File: src/rtl/cla_pkg.sv
// Shared definitions for the CLA issue/collect controller.
package cla_pkg;

    localparam int DEF_WIDTH = 16;
    localparam int DEF_LAT   = 4;

    // Controller states; encoding is fixed so it can be probed by name.
    typedef enum logic [1:0] {
        IDLE = 2'd0,
        HOLD = 2'd1,
        DONE = 2'd2
    } state_e;

    // Hold counter must be able to reach LAT.
    function automatic int cnt_w(input int lat);
        return $clog2(lat + 1);
    endfunction

endpackage

File: src/rtl/opnd_fifo.sv
// Operand-pair FIFO: entry = {a, b}, registered pointers, no fall-through.
module opnd_fifo #(
    parameter int WIDTH = 16,
    parameter int DEPTH = 4,
    localparam int PW   = $clog2(DEPTH),
    localparam int CW   = $clog2(DEPTH + 1)
) (
    input  logic               clk,
    input  logic               rst,
    input  logic               push,
    input  logic               pop,
    input  logic [2*WIDTH-1:0] din,
    output logic [2*WIDTH-1:0] dout,
    output logic               full,
    output logic               empty,
    output logic [CW-1:0]      count
);

    logic [2*WIDTH-1:0] mem_q [DEPTH];
    logic [PW-1:0]      wr_ptr_q;
    logic [PW-1:0]      rd_ptr_q;
    logic [CW-1:0]      count_q;

    assign dout  = mem_q[rd_ptr_q];
    assign full  = (count_q == CW'(DEPTH));
    assign empty = (count_q == '0);
    assign count = count_q;

    // Storage: written on push only, contents are don't-care until pushed.
    always_ff @(posedge clk) begin
        if (push) begin
            mem_q[wr_ptr_q] <= din;
        end
    end

    // Pointers wrap naturally since DEPTH is a power of two.
    always_ff @(posedge clk) begin
        if (rst) begin
            wr_ptr_q <= '0;
            rd_ptr_q <= '0;
            count_q  <= '0;
        end else begin
            if (push) wr_ptr_q <= wr_ptr_q + 1'b1;
            if (pop)  rd_ptr_q <= rd_ptr_q + 1'b1;
            count_q <= count_q + CW'(push) - CW'(pop);
        end
    end

endmodule

File: src/rtl/cla_issue_ctrl.sv
// Issue/collect wrapper for the pipelined CLA: queues operand pairs, holds
// one pair on the adder for the carry-pipeline depth, captures the sum.
module cla_issue_ctrl
    import cla_pkg::*;
#(
    parameter int WIDTH = DEF_WIDTH,
    parameter int LAT   = DEF_LAT,
    parameter int DEPTH = 4
) (
    input  logic             clk,
    input  logic             rst,
    input  logic             in_valid,
    output logic             in_ready,
    input  logic [WIDTH-1:0] in_a,
    input  logic [WIDTH-1:0] in_b,
    output logic [WIDTH-1:0] add_a,
    output logic [WIDTH-1:0] add_b,
    input  logic [WIDTH:0]   add_s,
    output logic             out_valid,
    input  logic             out_ready,
    output logic [WIDTH:0]   out_sum
);

    localparam int CNT_W = cnt_w(LAT);
    localparam int CW    = $clog2(DEPTH + 1);

    state_e             state_q;
    logic [CNT_W-1:0]   cnt_q;
    logic [WIDTH-1:0]   add_a_q, add_b_q;
    logic [WIDTH:0]     out_sum_q;
    logic               out_valid_q;

    logic               push, load;
    logic               fifo_full, fifo_empty;
    logic [CW-1:0]      fifo_cnt;
    logic [2*WIDTH-1:0] head;
    logic               unused_fifo_cnt;

    // Occupancy is tracked via full/empty only.
    assign unused_fifo_cnt = ^fifo_cnt;

    // No bypass: a same-cycle pop never opens a slot for a push.
    assign in_ready = !rst && !fifo_full;
    assign push     = in_valid && in_ready;

    // A new pair goes onto the adder from IDLE, or from DONE as the result leaves.
    assign load = !fifo_empty &&
                  ((state_q == IDLE) || ((state_q == DONE) && out_ready));

    opnd_fifo #(.WIDTH(WIDTH), .DEPTH(DEPTH)) u_fifo (
        .clk   (clk),
        .rst   (rst),
        .push  (push),
        .pop   (load),
        .din   ({in_a, in_b}),
        .dout  (head),
        .full  (fifo_full),
        .empty (fifo_empty),
        .count (fifo_cnt)
    );

    assign add_a     = add_a_q;
    assign add_b     = add_b_q;
    assign out_sum   = out_sum_q;
    assign out_valid = out_valid_q;

    // Issue FSM: load a pair, wait LAT+1 edges for the carry tree, capture, hand off.
    always_ff @(posedge clk) begin
        if (rst) begin
            state_q     <= IDLE;
            cnt_q       <= '0;
            add_a_q     <= '0;
            add_b_q     <= '0;
            out_sum_q   <= '0;
            out_valid_q <= 1'b0;
        end else begin
            if (load) begin
                add_a_q <= head[2*WIDTH-1:WIDTH];
                add_b_q <= head[WIDTH-1:0];
            end
            unique case (state_q)
                IDLE: begin
                    if (load) begin
                        state_q <= HOLD;
                        cnt_q   <= '0;
                    end
                end
                HOLD: begin
                    if (cnt_q == CNT_W'(LAT)) begin
                        out_sum_q   <= add_s;
                        out_valid_q <= 1'b1;
                        state_q     <= DONE;
                    end else begin
                        cnt_q <= cnt_q + 1'b1;
                    end
                end
                DONE: begin
                    if (out_ready) begin
                        out_valid_q <= 1'b0;
                        cnt_q       <= '0;
                        state_q     <= load ? HOLD : IDLE;
                    end
                end
                default: state_q <= IDLE;
            endcase
        end
    end

endmodule
File: config.mk
export PLATFORM = sky130hd
export DESIGN_NAME = cla_issue_ctrl
export DESIGN_NICKNAME = d
export VERILOG_FILES = /design/src/rtl/cla_pkg.sv /design/src/rtl/opnd_fifo.sv /design/src/rtl/cla_issue_ctrl.sv
export SDC_FILE = /design/constraint.sdc
export NUM_CORES = 1
export LEC_CHECK = 0
export CAP_MARGIN = 20
export CORE_MARGIN = 3
export CORE_UTILIZATION = 35
export CTS_CLUSTER_SIZE = 12
export DETAILED_ROUTE_END_ITERATION = 10
export PLACE_DENSITY = 0.66
export SYNTH_ARGS = -nofsm -noshare
export SYNTH_HDL_FRONTEND = slang
export SYNTH_SLANG_ARGS = --single-unit
File: constraint.sdc
create_clock -name clk -period 5.2 [get_ports clk]
set_input_delay 1.04 -clock clk [delete_from_list [all_inputs] [get_ports clk]]
set_output_delay 1.04 -clock clk [all_outputs]
set_load 0.1 [all_outputs]
==> flow_summary.ini, run 1 <==
[sta]
fmax_mhz = 328
fin_skew_ns = 0.0175
max_slew_margin_pct = 33.4
setup_tns_ns = 0
period_needed_ns = 3.05
worstMarginPinSlew_ns = 0.996
timing.final.ws_setup_ns = 2.15
rsz0062_at_grt = no
setup_violations = 0
slew_viol_final = 0
fin_crit_sh_pct = 58.7
final-hold-violation-count = 0

[synthesis]
syn-num-nets = 537
ys_seq_elements = 190
yosys_warnings = 0
synth_edf_count = 128
ys_types = 37
synth_area_leaders = edfxtp_1 53%, dfxtp_1 17%, mux4_2 9.9%
yosysTopAreaCellShare_pct = 52.6
synth_cells = 475
yosys.area.top_type = edfxtp_1
yosysSeqAreaShare_pct = 69.6
netlist_area_mm2 = 0.00731
async_reset_ff_share_pct = 0
synth.avg_cell_area_um2 = 15.4
synth_ff_type = edfxtp_1

[finish]
register_area_mm2 = 0.00509
synthToLayoutAreaGrowth_pct = 25.4
fin_cells = 848
num-nets-final = 627
fillers = 1768
post-route-util_pct = 45.0
antenna_cells = 0
multi_input_area_mm2 = 0.00203
drive_above_1_share_pct = 15.2

[pwr]
switching_share_pct = 39.5
power.switching_uw = 2010
vdd_drop_max_mv = 0.256
power_uw = 5100
power.density_mw_per_mm2 = 556
power_frac_comb_pct = 36.9
power_frac_seq_pct = 38.9
clkPwrFrac_pct = 24.2
p_leak_uw = 0.00299
p_int_uw = 3080

[floorplan]
core_mm2 = 0.0204
start_util_pct = 35.9
fp.dieH_um = 151
num_rows = 52
die_w_um = 151
die_area_mm2 = 0.0227
io_pins = 104

[critical_path]
crit_arrival_ns = 2.01
crit_family = buffers and inverters
start_kind = flip-flop
worstSetupPathType = reg -> out
path_max_fanout = 2
max_stage_delay_ns = 1.16
critPathBufInv = 1
crit_slowest_cell = clkdlybuf4s50_1
crit_chain = clkdlybuf4s50_1
crit_required_ns = 4.16
worstSetupEndpointType = output pin

[detailed_routing]
drt_first_iter_violations = 298
remaining_drc_errors = 0
ant_nets = 0
vias_per_cell = 5.08
drt_wl_total_um = 15300
via_count = 4311
firstDrtPassIters = 5
wl_per_cell_um = 18.0

[placement]
dpl.hpwl_um = 9720
dp.cells = 815
gp_congestion = 0.700
numPortBuffers = 103
pre_cts_slack_ns = 1.90

[clock_tree]
clkLatencyLatePin_ns = 0.44
cts_resized = 0
clock_sinks = 190
numCtsBuffers = 17
path_clk_slew_ns = 0.08
cts_hold_buf = 0
cts_setup_buffers = 0
cts_tree = built
h-tree-depth = 4
cts-root-buf = clkbuf_16
clock_path_buffers = 2

[grt]
grt_pass1_vias = 4430
grt_pass1_wl_um = 23700
antenna_found_initial = 1
overflow = 0
grt_max_degree = 67
grtUsageTotal_pct = 13.8

[outcome]
outcome = complete, no violations

[hold_path]
worstHoldPathType = reg -> reg

[job]
maxCapViolations = 0
## placed cells by master (no fill, tap or decap), drive strengths merged
master | netlist | routed
mux4 | 32 | 32
edfxtp | 128 | 128
nand3b | 2 | 2
mux2 | 2 | 2
nor4 | 1 | 1
o31ai | 33 | 33
a211o | 1 | 1
o21ba | 1 | 1
and2 | 6 | 6
nor2b | 4 | 4
nand2b | 2 | 2
mux2i | 1 | 1
clkbuf | 21 | 19
and4b | 2 | 2
o2bb2ai | 1 | 1
nand4b | 2 | 2
or3 | 1 | 1
buf | 19 | 10
a21oi | 53 | 53
o41ai | 1 | 1
dfxtp | 62 | 62
nand2 | 35 | 35
xor2 | 1 | 1
nor3 | 3 | 3
inv | 7 | 14
nand4 | 33 | 33
nor2 | 7 | 7
nor3b | 2 | 2
or4 | 1 | 1
ha | 8 | 8
fa | 1 | 1
o211a | 1 | 1
clkdlybuf4s50 | 0 | 101
clkinv | 1 | 7
## cells by family after synthesis
group | after synthesis | synth area share, %
DFF | 190 | 69.6
and+or+nand+nor | 101 | 7.63
AOI/OAI and AO/OA | 91 | 7.86
buffers and inverters | 48 | 2.88
muxes | 35 | 10.3
adders and majority gates | 9 | 1.64
xor gates and xnor gates | 1 | 0.120
## synthesized netlist by cell type (2+ instances only)
cell type  number
nand3b_1        2
nand2b_1        2
nor2b_1         4
nand4b_1        2
clkbuf_1       21
nand2_1        35
inv_1           7
and2_1          6
a21oi_1        53
buf_1           3
buf_2          12
o31ai_1        33
nand4_1        33
mux2_2          2
ha_1            8
and4b_1         2
edfxtp_1      128
mux4_2         32
nor3_1          2
nor2_1          7
dfxtp_1        62
buf_4           4
## state kept, by name, summed over array words and instances, names as in the netlist
register / count
u_fifo.count: 3
u_fifo.rd_ptr_q: 2
state_q: 2
u_fifo.mem_q: 128
out_sum: 17
cnt_q: 3
out_valid: 1
add_b: 16
u_fifo.wr_ptr_q: 2
add_a: 16
## final cells by class
cell class              instances  share of cell area [%]
clock buffers                  19                    4.95
clock inverters                13                    1.34
inverters                       8                   0.328
multi-input cells             237                    22.2
flip-flops and latches        190                    55.5
well taps                     270                    3.68
repair buffers                111                    12.0
## power by group through the flow
stage                     registers (µW)  clock network, µW  logic, µW
after CTS                           1990               1270       1880
after global placement              2010                  0       1850
after global routing                2010               1320       1990
after floorplan                     2630                  0        798
after detailed placement            2020                  0       1870
final                               1980               1230       1880
## stage by stage
step	cell area, µm²	hold slack [ns]
2_1_floorplan	7310	0.475
5_1_grt	9170	0.475
3_3_place_gp	8560	0.442
3_5_place_dp	8560	0.448
6_report	9170	0.455
4_1_cts	9140	0.458
## layer usage
metal | vias to the layer above | global-route usage (%) | routed length (µm)
li1 | 2036 | - | -
met4 | 2 | 4.71 | 205
met1 | 2128 | 16.0 | 6200
met5 | - | 0 | 10
met3 | 16 | 4.00 | 1080
met2 | 129 | 24.5 | 7800
## path summary, 6_finish.rpt
| path | startpoint | depth (start not counted) | slack (ns) | endpoint |
|---|---|---|---|---|
| max | add_a[9] | 1 | 2.15 | add_a[9] |
| min | out_sum[4] | 2 | 0.45 | out_sum[4] |
| max reg2reg | state_q[0] | 10 | 2.62 | u_fifo.count[2] |
| min reg2reg | out_sum[4] | 2 | 0.45 | out_sum[4] |
Note: power is estimated with default switching activity, not from simulation.
==> inputs of run 2 (changes only) <==
- clock period: 5.2 -> 2.9 ns (I/O delays scaled with it)
==> flow_summary.ini, run 2 (synthesis results as in run 1) <==
[clock_tree]
clkLatencyLatePin_ns = 0.42
cts-root-buf = clkbuf_16
h-tree-depth = 4
cts_resized = 0
clock_path_buffers = 2
cts_hold_buf = 0
clock_sinks = 190
numCtsBuffers = 17
path_clk_slew_ns = 0.06
cts_tree = built
cts_setup_buffers = 0

[pwr]
vdd_drop_max_mv = 0.420
power.density_mw_per_mm2 = 1010
power_uw = 9220
p_leak_uw = 0.00315

[floorplan]
die_area_mm2 = 0.0227
fp.dieH_um = 151
io_pins = 104
num_rows = 52
core_mm2 = 0.0204
die_w_um = 151
start_util_pct = 35.9

[sta]
fin_skew_ns = 0.00651
slew_viol_final = 0
fin_crit_sh_pct = 83.2
hold_ws_ns = 0.459
period_needed_ns = 2.41
rsz0062_at_grt = no
worstMarginPinSlew_ns = 1.01
fmax_mhz = 414
setup_tns_ns = 0
final-hold-violation-count = 0
setup_violations = 0
max_slew_margin_pct = 32.8

[detailed_routing]
firstDrtPassIters = 4
ant_nets = 0
remaining_drc_errors = 0
via_count = 4382
drt_wl_total_um = 15100
vias_per_cell = 5.10
wl_per_cell_um = 17.6
drt_first_iter_violations = 273

[critical_path]
crit_required_ns = 3.24
r2r_slack_ns = 0.66
worstSetupEndpointType = flip-flop
path_max_fanout = 4
crit_slowest_cell = clkdlybuf4s50_1
crit_arrival_ns = 2.76
worstSetupPathType = in -> reg
crit_chain = clkdlybuf4s50_1, nor2b_4, nor3_1, ha_1, inv_1, ha_1, inv_1, fa_1, xor2_1, and2_1, nor3_1
start_kind = input port
max_stage_delay_ns = 0.56

[job]
maxCapViolations = 0

[grt]
grtUsageTotal_pct = 13.7
overflow = 0
grt_max_degree = 67
antenna_found_initial = 2
grt_pass1_vias = 4509
grt_pass1_wl_um = 23500

[placement]
gp_congestion = 0.730
dpl.hpwl_um = 9800
numPortBuffers = 103

[outcome]
outcome = complete, no violations

[finish]
final_common_cell = edfxtp_1
synthToLayoutAreaGrowth_pct = 25.3
num-nets-final = 638
drive_above_1_share_pct = 24.8
post-route-util_pct = 45.0
regMostFlops = u_fifo.mem_q
largest_reg_flops = 128
antenna_cells = 0
final_cell_mix = 128 x edfxtp_1, 68 x buf_4, 60 x dfxtp_1

[hold_path]
worstHoldPathType = reg -> reg
[run 2: changes by cell type in the layout (fill, tap and decap cells not counted)]
| cell | previous run | this run |
|---|---|---|
| buf_12 | 0 | 2 |
| buf_16 | 1 | 0 |
| buf_4 | 8 | 68 |
| bufinv_16 | 0 | 3 |
| clkbuf_1 | 1 | 4 |
| clkbuf_16 | 18 | 17 |
| clkbuf_8 | 0 | 2 |
| clkdlybuf4s50_1 | 101 | 51 |
| clkinv_2 | 1 | 3 |
| clkinv_4 | 3 | 1 |
| clkinv_8 | 2 | 0 |
| inv_4 | 2 | 0 |
| inv_6 | 4 | 1 |
[run 2: final timing paths]
path              startpoint              end  depth (start not counted)
min reg2reg       out_sum[4]       out_sum[4]                          2
max reg2reg  u_fifo.count[1]  u_fifo.count[2]                         10
max                out_ready  u_fifo.count[2]                         11
min               out_sum[4]       out_sum[4]                          2
[run 2: cell type report]
class / count / area, µm²
Inverter: 8 / 30.0
Timing Repair Buffer: 122 / 1070
Multi-Input combinational cell: 237 / 2030
Sequential cell: 190 / 5090
Tap cell: 270 / 338
Fill cell: 1769 / 11200
Clock buffer: 23 / 468
Clock inverter: 9 / 134
[run 2: worst max-delay path: cells and delay by family]
| family | cells | cell delay (ns) |
|---|---|---|
| XOR/XNOR | 1 | 0.16 |
| adder cells (fa/ha/maj) | 3 | 0.78 |
| buffers and inverters | 3 | 0.65 |
| AND/OR/NAND/NOR | 4 | 0.57 |
[run 2: power breakdown]
part | internal [µW] | switching, µW
combinational | 1070 | 2330
clock | 1410 | 930
sequential | 3250 | 243
[run 2: metal layers]
metal | vias to the layer above | GRT usage, % | part of all wire [%]
li1 | 2055 | - | -
met1 | 2181 | 16.2 | 41
met2 | 124 | 23.3 | 50
met3 | 18 | 4.58 | 6.8
met4 | 4 | 4.67 | 1.4
met5 | - | 0 | 0.15
[run 2: metrics by stage]
stage / cell area, µm² / instances / setup WS [ns]
finish: 9160 / 859 / 0.486
global route: 9160 / 859 / 0.286
CTS: 9160 / 859 / 0.483
detailed placement: 8550 / 827 / 0.0361
global placement: 8550 / 827 / 0.125
floorplan: 7310 / 475 / 0.0712
==> inputs of run 3 (changes only) <==
- clock period: 2.9 -> 2.24 ns (I/O delays scaled with it)
==> flow_summary.ini, run 3 (synthesis results as in run 1) <==
[outcome]
outcome = complete, no violations

[sta]
rsz0062_at_grt = no
fmax_mhz = 489
setup_violations = 0
final-hold-violation-count = 0
setup_tns_ns = 0
worstMarginPinSlew_ns = 0.726
fin_crit_sh_pct = 91.2
fin_skew_ns = 0.0120
max_slew_margin_pct = 51.4
timing.final.ws_setup_ns = 0.197
slew_viol_final = 0
period_needed_ns = 2.04

[placement]
dp.cells = 835
dpl.hpwl_um = 10300
pre_cts_slack_ns = -0.442
gp_congestion = 0.699
numPortBuffers = 103

[critical_path]
worstSetupEndpointType = flip-flop
max_stage_delay_ns = 0.37
crit_arrival_ns = 2.39
crit_required_ns = 2.59
crit_slowest_cell = fa_1
worstSetupPathType = reg -> reg
path_max_fanout = 5
start_kind = flip-flop
crit_chain = nor3_4, nor3_2, ha_1, inv_1, ha_1, inv_1, fa_1, xor2_1, and2_1, nor3_1

[floorplan]
core_mm2 = 0.0204
die_w_um = 151
fp.dieH_um = 151
start_util_pct = 35.9
io_pins = 104
die_area_mm2 = 0.0227
num_rows = 52

[clock_tree]
path_clk_slew_ns = 0.07
cts-root-buf = clkbuf_16
cts_tree = built
clock_sinks = 190
h-tree-depth = 4
clkLatencyLatePin_ns = 0.43
numCtsBuffers = 17
cts_hold_buf = 0
clock_path_buffers = 2
cts_setup_buffers = 0

[detailed_routing]
drt_first_iter_violations = 270
drt_wl_total_um = 15900
wl_per_cell_um = 18.3
firstDrtPassIters = 4
via_count = 4393
ant_nets = 0
vias_per_cell = 5.07
remaining_drc_errors = 0

[finish]
fin_cells = 867
regMostFlops = u_fifo.mem_q
largest_reg_flops = 128
fillers = 1793
post-route-util_pct = 45.7
num-nets-final = 646
drive_above_1_share_pct = 27.0
multi_input_area_mm2 = 0.00205
final_cell_mix = 128 x edfxtp_1, 70 x buf_4, 57 x dfxtp_1
antenna_cells = 0
register_area_mm2 = 0.00509
final_common_cell = edfxtp_1
synthToLayoutAreaGrowth_pct = 27.2

[grt]
grt_max_degree = 66
grt_pass1_wl_um = 24900
grtUsageTotal_pct = 14.5
grt_pass1_vias = 4557
overflow = 0
antenna_found_initial = 0

[job]
maxCapViolations = 0

[pwr]
vdd_drop_max_mv = 0.716
power_uw = 12000
p_leak_uw = 0.00321
power.density_mw_per_mm2 = 1300

[hold_path]
worstHoldPathType = reg -> reg
-- run 3: final timing paths --
| kind | startpoint | end | slack, ns | cells after the start |
|---|---|---|---|---|
| min reg2reg | out_sum[6] | out_sum[6] | 0.46 | 2 |
| min | out_sum[6] | out_sum[6] | 0.46 | 2 |
| max reg2reg | u_fifo.count[2] | u_fifo.count[2] | 0.20 | 10 |
| max | u_fifo.count[2] | u_fifo.count[2] | 0.20 | 10 |
-- run 3: where the power goes --
part           internal, µW  total [µW]  switching (µW)
clock                  1670        2980            1310
sequential             4210        4540             331
combinational          1470        4530            3060
total                  7350       12000            4690
-- run 3: timing repair --
| action | CTS | global route |
|---|---|---|
| endpoints found under the setup margin | 0 | 1 |
| endpoints found under the hold margin | 0 | 0 |
| gates resized for setup | 0 | 6 |
-- run 3: metal layers --
metal	global-route usage, %	share of wire (%)	routed length, µm
met3	4.30	6.4	1010
met1	18.2	42	6690
met5	0	0	0
met2	24.6	50	8020
met4	3.75	1.0	166
-- run 3: per-stage QoR --
step,instance area (µm²),hold slack [ns]
after floorplan,7310,0.475
after global placement,8690,0.444
after detailed placement,8690,0.452
after CTS,9280,0.461
after global routing,9300,0.493
final,9300,0.462
-- run 3: area by class of cell --
type | instances | area share [%]
multi-input cells | 237 | 22.0
flip-flops and latches | 190 | 54.8
inverters | 8 | 0.323
clock inverters | 13 | 1.67
clock buffers | 19 | 4.66
well taps | 270 | 3.63
repair buffers | 130 | 12.9
-- run 3: critical path: cells and delay by family (launching register included) --
family | cells | cell delay (ns)
simple gates | 4 | 0.53
flops | 1 | 0.35
xor+xnor | 1 | 0.18
fa+ha+maj | 3 | 0.79
buf+inv | 2 | 0.11
